`src/rtl/pattern_detector_param.sv`:
```
// Programmable serial pattern detector with Mealy/Moore match outputs and a
// saturating match counter. Bits are consumed only on enable strobes.
module pattern_detector_param #(
  parameter int               WIDTH         = 4,
  parameter int               COUNT_WIDTH   = 8,
  parameter logic [WIDTH-1:0] RESET_PATTERN = 4'b1101,
  localparam int              FW            = (WIDTH > 2) ? $clog2(WIDTH) : 1
) (
  input  logic                   clock,
  input  logic                   reset,
  input  logic                   enable,
  input  logic                   a,
  input  logic                   overlap,
  input  logic                   pattern_load,
  input  logic [WIDTH-1:0]       pattern_data,
  output logic                   match_mealy,
  output logic                   match_moore,
  output logic [COUNT_WIDTH-1:0] match_count,
  output logic [WIDTH-1:0]       history,
  output logic [FW-1:0]          dbg_fill
);

  localparam logic [FW-1:0] FILL_MAX = FW'(WIDTH - 1);

  logic [WIDTH-1:0]       r_pattern;
  logic [WIDTH-1:0]       r_history;
  logic [FW-1:0]          r_fill;
  logic                   r_moore;
  logic [COUNT_WIDTH-1:0] r_count;

  logic [WIDTH-1:0]       w_next_hist;
  logic                   w_accept;
  logic                   w_hit;
  logic [FW-1:0]          w_fill_nxt;
  logic [COUNT_WIDTH-1:0] w_count_nxt;

  // A bit is accepted only on a strobe that is not a load; load wins.
  assign w_accept    = enable & ~pattern_load & ~reset;
  assign w_next_hist = {r_history[WIDTH-2:0], a};
  // Requiring a full fill stops matches against the zero-filled history.
  assign w_hit       = w_accept & (r_fill == FILL_MAX) & (w_next_hist == r_pattern);

  always_comb begin
    w_fill_nxt = r_fill;
    if (w_hit && !overlap) begin
      w_fill_nxt = '0;
    end else if (r_fill != FILL_MAX) begin
      w_fill_nxt = r_fill + FW'(1);
    end
  end

  always_comb begin
    w_count_nxt = r_count;
    if (w_hit && (r_count != {COUNT_WIDTH{1'b1}})) begin
      w_count_nxt = r_count + COUNT_WIDTH'(1);
    end
  end

  always_ff @(posedge clock) begin
    if (reset) begin
      r_pattern <= RESET_PATTERN;
      r_history <= '0;
      r_fill    <= '0;
      r_moore   <= 1'b0;
      r_count   <= '0;
    end else if (pattern_load) begin
      r_pattern <= pattern_data;
      r_fill    <= '0;
      r_moore   <= 1'b0;
    end else if (enable) begin
      r_history <= w_next_hist;
      r_fill    <= w_fill_nxt;
      r_moore   <= w_hit;
      r_count   <= w_count_nxt;
    end
  end

  assign match_mealy = w_hit;
  assign match_moore = r_moore;
  assign match_count = r_count;
  assign history     = r_history;
  assign dbg_fill    = r_fill;

endmodule

```
`config.mk`:
```
export PLATFORM = sky130hd
export DESIGN_NAME = pattern_detector_param
export DESIGN_NICKNAME = d
export VERILOG_FILES = /design/src/rtl/pattern_detector_param.sv
export SDC_FILE = /design/constraint.sdc
export NUM_CORES = 1
export LEC_CHECK = 0
export BUFFER_PORTS_ARGS = -buffer_cell sky130_fd_sc_hd__buf_2
export CAP_MARGIN = 20
export CORE_UTILIZATION = 45
export DETAILED_ROUTE_END_ITERATION = 16
export PLACE_DENSITY = 0.71
export SYNTH_ARGS = -nofsm -noshare
export SYNTH_HDL_FRONTEND = slang
export SYNTH_SLANG_ARGS = --single-unit
```
`constraint.sdc`:
```
create_clock -name clock -period 3.7 [get_ports clock]
set_input_delay 0 -clock clock [delete_from_list [all_inputs] [get_ports clock]]
set_output_delay 0 -clock clock [all_outputs]
set_load 0.02 [all_outputs]
```
== Word-level counts from Yosys, hierarchy flattened ==
Cells that the tools add are included.

* Flip-flop bits (word level): 19
* Output and inout bits: 16
* Input port bits: 10

* Multiplexer cells: 2
* Add/subtract/negate cells: 2
* Equal/unequal tests: 4
* Bitwise operators: 6
* Reductions and logical operators: 8

{| class="wikitable"
|+ Operators by type and width
! operator !! count
|-
| adder 8 x 1 -> 8 bit (second input constant) || 1
|-
| != test 8 bit (second input constant) || 1
|-
| AND 1 bit || 4
|-
| equality test 4 bit || 1
|-
| 2-to-1 mux 2 bit || 2
|-
| AND reduction 2 bit || 2
|-
| AND reduction 3 bit || 1
|-
| adder 2 x 1 -> 2 bit (second input constant) || 1
|-
| equality test 2 bit (second input constant) || 1
|-
| logical AND 1 bit || 2
|-
| != test 2 bit (second input constant) || 1
|-
| NOT 1 bit || 2
|-
| nonzero test 2 bit || 1
|-
| OR reduction 2 bit || 1
|-
| logical NOT 1 bit || 1
|}

== Logic depth before layout (Yosys ltp) ==
* Word-level depth: 8
* Mapped depth: 6
* Mapped depth without buffers: 6

== Worst setup path after synthesis ==
OpenSTA, ideal clock, no wires.

* Path type: reg-to-reg
* Start point: reg r_count[0], in the netlist match_count[0]
* End point: reg r_count[2], in the netlist match_count[2]
* Setup slack: 1.953 ns
* Cell stages (with the launch flop): 6
* Arrival: 1.627 ns
* Data required time: 3.579 ns
* Library setup time: 0.121 ns
* Path buffers: 0
* Cell sequence: dfxtp_1 ha_1 nand2_1 or3_1 and3_1 mux2_2

* Cells in the longest elaborated chain, start to end: 3

{| class="wikitable"
|+ RTL lines
! element !! RTL line !! text
|-
| from (decl) || 29 || <nowiki>logic [COUNT_WIDTH-1:0] r_count;</nowiki>
|-
| from (signal assigned) || 74 || <nowiki>r_count <= w_count_nxt;</nowiki>
|-
| branches (longest 3 deep; another with adder 8 x 1 -> 8 bit) || - ||
|}

Parallel ways; which one is timed is not known.
A chain may end at the register's enable or synchronous reset.

== Worst setup path in the final report ==
* Start point: reg r_count[0], in the netlist match_count[0]
* End point: reg r_count[5], in the netlist match_count[5]

The elaborated chain is that of the path after synthesis.

==> impl_metrics.env <==
export IMPL_status="finished clean"
export IMPL_die_width_um=46.7
export IMPL_die_h_um=46.7
export IMPL_hp_start="pattern_load"
export IMPL_power_internal_w=0.000268
export IMPL_netlist_area_leader_share_pct=42.2
export IMPL_relSlewSlack_pct=72.4
export IMPL_slew_violations=0
export IMPL_cts_setup_buffers=0
export IMPL_htree_levels=1
export IMPL_fin_nets=137
export IMPL_final_layout_size_suffix_gt1_share_pct=27.4
export IMPL_drt_iter0_drc=11
export IMPL_routedWlPerCell_um=12.1
export IMPL_ys_async_sr_fraction_pct=0
export IMPL_avgViaCountPerCell=5.35
export IMPL_hold_class="in -> reg"
export IMPL_ys_warnings_count=0
export IMPL_clock_sink_count=19
export IMPL_grt_pass1_vias=674
export IMPL_gp_congestion=0.813
export IMPL_final_area_um2=1110
export IMPL_synth_seq_cells=19
export IMPL_clockPowerShare_pct=29.8
export IMPL_fmax_mhz=569
export IMPL_synthTopCellsByCount="19 x dfxtp_1, 9 x nor2_1, 6 x a21oi_1, 6 x mux2i_1"
export IMPL_finalCritPeriodShare_pct=47.5
export IMPL_grt_overflow=0
export IMPL_multi_input_area_um2=492
export IMPL_dieArea_um2=2180
export IMPL_powerDensity_nw_per_um2=320
export IMPL_cts_tree="built"
export IMPL_yosysTopAreaCell="dfxtp_1"
export IMPL_cts_buffers=3
export IMPL_clk_pin_slew_worst_paths_ns=0.11
export IMPL_rsz0062_at_grt="no"
export IMPL_route_met2_wl_um=919
export IMPL_diodes=0
export IMPL_area_delta_synth_final_pct=23.1
export IMPL_cp_max_fo=6
export IMPL_switching_share_pct=24.5
export IMPL_endpoint_kind="flop"
export IMPL_drt_total_wl_um=1800
export IMPL_yosys_top_cells_area="dfxtp_1 42%, mux2i_1 6.7%, xor2_1 4.9%"
export IMPL_post_route_util_pct=61.5
export IMPL_register_area_um2=380
export IMPL_clockBufferDepth=2
export IMPL_detail_route_first_pass_iterations=4
export IMPL_power_frac_seq_pct=59.7
export IMPL_setup_viol=0
export IMPL_start_kind="flop"
export IMPL_coreArea_um2=1800
export IMPL_antenna_found_initial=0
export IMPL_grt_max_degree=23
export IMPL_fin_setup_tns_ns=0
export IMPL_synth_nets=106
export IMPL_num_io_pins=26
export IMPL_hold_viol=0
export IMPL_netlist_instances=94
export IMPL_routed_via_count=797
export IMPL_start_util_pct=50.0
export IMPL_timing_final_crit_period_ns=1.76
export IMPL_m1WireLength_um=783
export IMPL_synth_avg_cell_area_um2=9.58
export IMPL_cts_root_buf="clkbuf_4"
export IMPL_syn_area_um2=901
export IMPL_power_switching_w=0.0000869
export IMPL_top_layer="met4"
export IMPL_tightestPinTransition_ns=0.414
export IMPL_wl_met3_um=79
export IMPL_crit_arrival_ns=1.99
export IMPL_grt_use_total_pct=18.7
export IMPL_synthMostInstantiatedCell="dfxtp_1"
export IMPL_synth_flop_cell="dfxtp_1"
export IMPL_critical_path_class="reg -> reg"
export IMPL_grt_pass1_wl_um=2860
export IMPL_clkLatencyLatePin_ns=0.30
export IMPL_dp_hpwl_um=1280
export IMPL_n_fill_cell=167
export IMPL_cap_violations=0
export IMPL_synth_cell_type_count=30
export IMPL_drc=0
export IMPL_ys_seq_area_share_pct=42.2
export IMPL_finClkSkew_ns=0.00281
export IMPL_power_leakage_nw=0.500
export IMPL_placed_cell_area_um2=1030
export IMPL_crit_required_ns=3.93
export IMPL_final_antenna_net_count=0
export IMPL_synth_edf_count=0
export IMPL_power_frac_comb_pct=10.5
export IMPL_ir_drop_mv=0.201
export IMPL_rows=15
export IMPL_r2r_start="match_count[0]$_SDFFE_PP0P_"
export IMPL_portBuffers=25
export IMPL_startpoint="match_count[0]$_SDFFE_PP0P_"
sequential cells by signal, summed over array words and instances (netlist names):
signal and count:
history 4, r_pattern 4, match_count 8, dbg_fill 2, match_moore 1
stage by stage:
| step | setup slack [ns] | total power, W | hold slack [ns] | std cells |
|---|---|---|---|---|
| after global routing | 1.83 | 0.000373 | 0.0419 | 149 |
| after detailed placement | 1.97 | 0.000250 | 0.215 | 140 |
| after CTS | 1.95 | 0.000360 | 0.0217 | 149 |
| after floorplan | 1.95 | 0.000241 | 0.118 | 94 |
| after global placement | 2.03 | 0.000249 | 0.202 | 140 |
| final | 1.94 | 0.000355 | 0.0278 | 149 |
final cells by class:
class | count | share of cell area (%)
sequential | 19 | 34.3
timing repair buffer | 30 | 15.8
multi-input combinational | 70 | 44.4
inverter | 1 | 0.339
clock buffer | 4 | 2.37
tap | 25 | 2.82
metal layers:
metal,vias up,global-route usage (%)
li1,398,-
met1,377,21.3
met2,20,30.6
met5,-,0
met3,2,6.92
met4,0,9.71
power by group through the flow:
stage | Sequential, W | Combinational (W) | Clock [W]
2_1_floorplan | 0.000218 | 0.0000228 | 0
3_3_place_gp | 0.000217 | 0.0000329 | 0
3_5_place_dp | 0.000217 | 0.0000335 | 0
4_1_cts | 0.000212 | 0.0000376 | 0.000110
5_1_grt | 0.000213 | 0.0000412 | 0.000119
6_report | 0.000212 | 0.0000373 | 0.000106
kinds of logic (layout without fill, tap and decap cells):
group	after synthesis	count (layout)	share of synthesized area, %
and+or+nand+nor	39	39	26.2
DFF	19	19	42.2
AOI/OAI and AO/OA	17	17	12.8
buffers and inverters	5	35	3.19
xor gates and xnor gates	5	5	4.86
muxes	7	7	7.92
adders and majority gates	2	2	2.78
path summary, 6_finish.rpt:
check | endpoint | slack (ns) | cells after the start
max | match_count[5]$_SDFFE_PP0P_ | 1.94 | 6
max reg2reg | match_count[5]$_SDFFE_PP0P_ | 1.94 | 6
min reg2reg | match_count[7]$_SDFFE_PP0P_ | 0.51 | 2
min | dbg_fill[1]$_SDFFE_PP0P_ | 0.03 | 2
worst max-delay path: stages, from the launching register on:
cell and delay, ns:
dfxtp_1 0.36, ha_1 0.23, nand2_1 0.11, or3_1 0.19
nand4_2 0.17, or4_1 0.49, a21oi_1 0.15
cells in the final DEF (no fill, tap or decap), types with 2 or more instances in the layout:
master / synthesis / routed
nor2_1: 9 / 9
mux2i_1: 6 / 6
dfxtp_1: 19 / 19
o21ai_0: 2 / 2
or4_1: 2 / 2
nand4_1: 2 / 2
or3_1: 3 / 3
a211o_1: 3 / 3
dlygate4sd3_1: 0 / 5
clkbuf_4: 0 / 3
a21oi_1: 6 / 6
nand2_1: 3 / 3
nand3_1: 4 / 4
nor3_4: 2 / 2
nor4_1: 2 / 2
o31ai_1: 2 / 2
xor2_1: 5 / 5
nand2b_1: 2 / 2
ha_1: 2 / 2
nor3_1: 2 / 2
buf_2: 0 / 25
nor2b_1: 5 / 5
what timing repair did:
item,in CTS,in global routing
resized for setup,0,0
hold buffers,5,0
hold endpoints to repair,5,0
No activity file was read; power rests on OpenSTA's default activity.
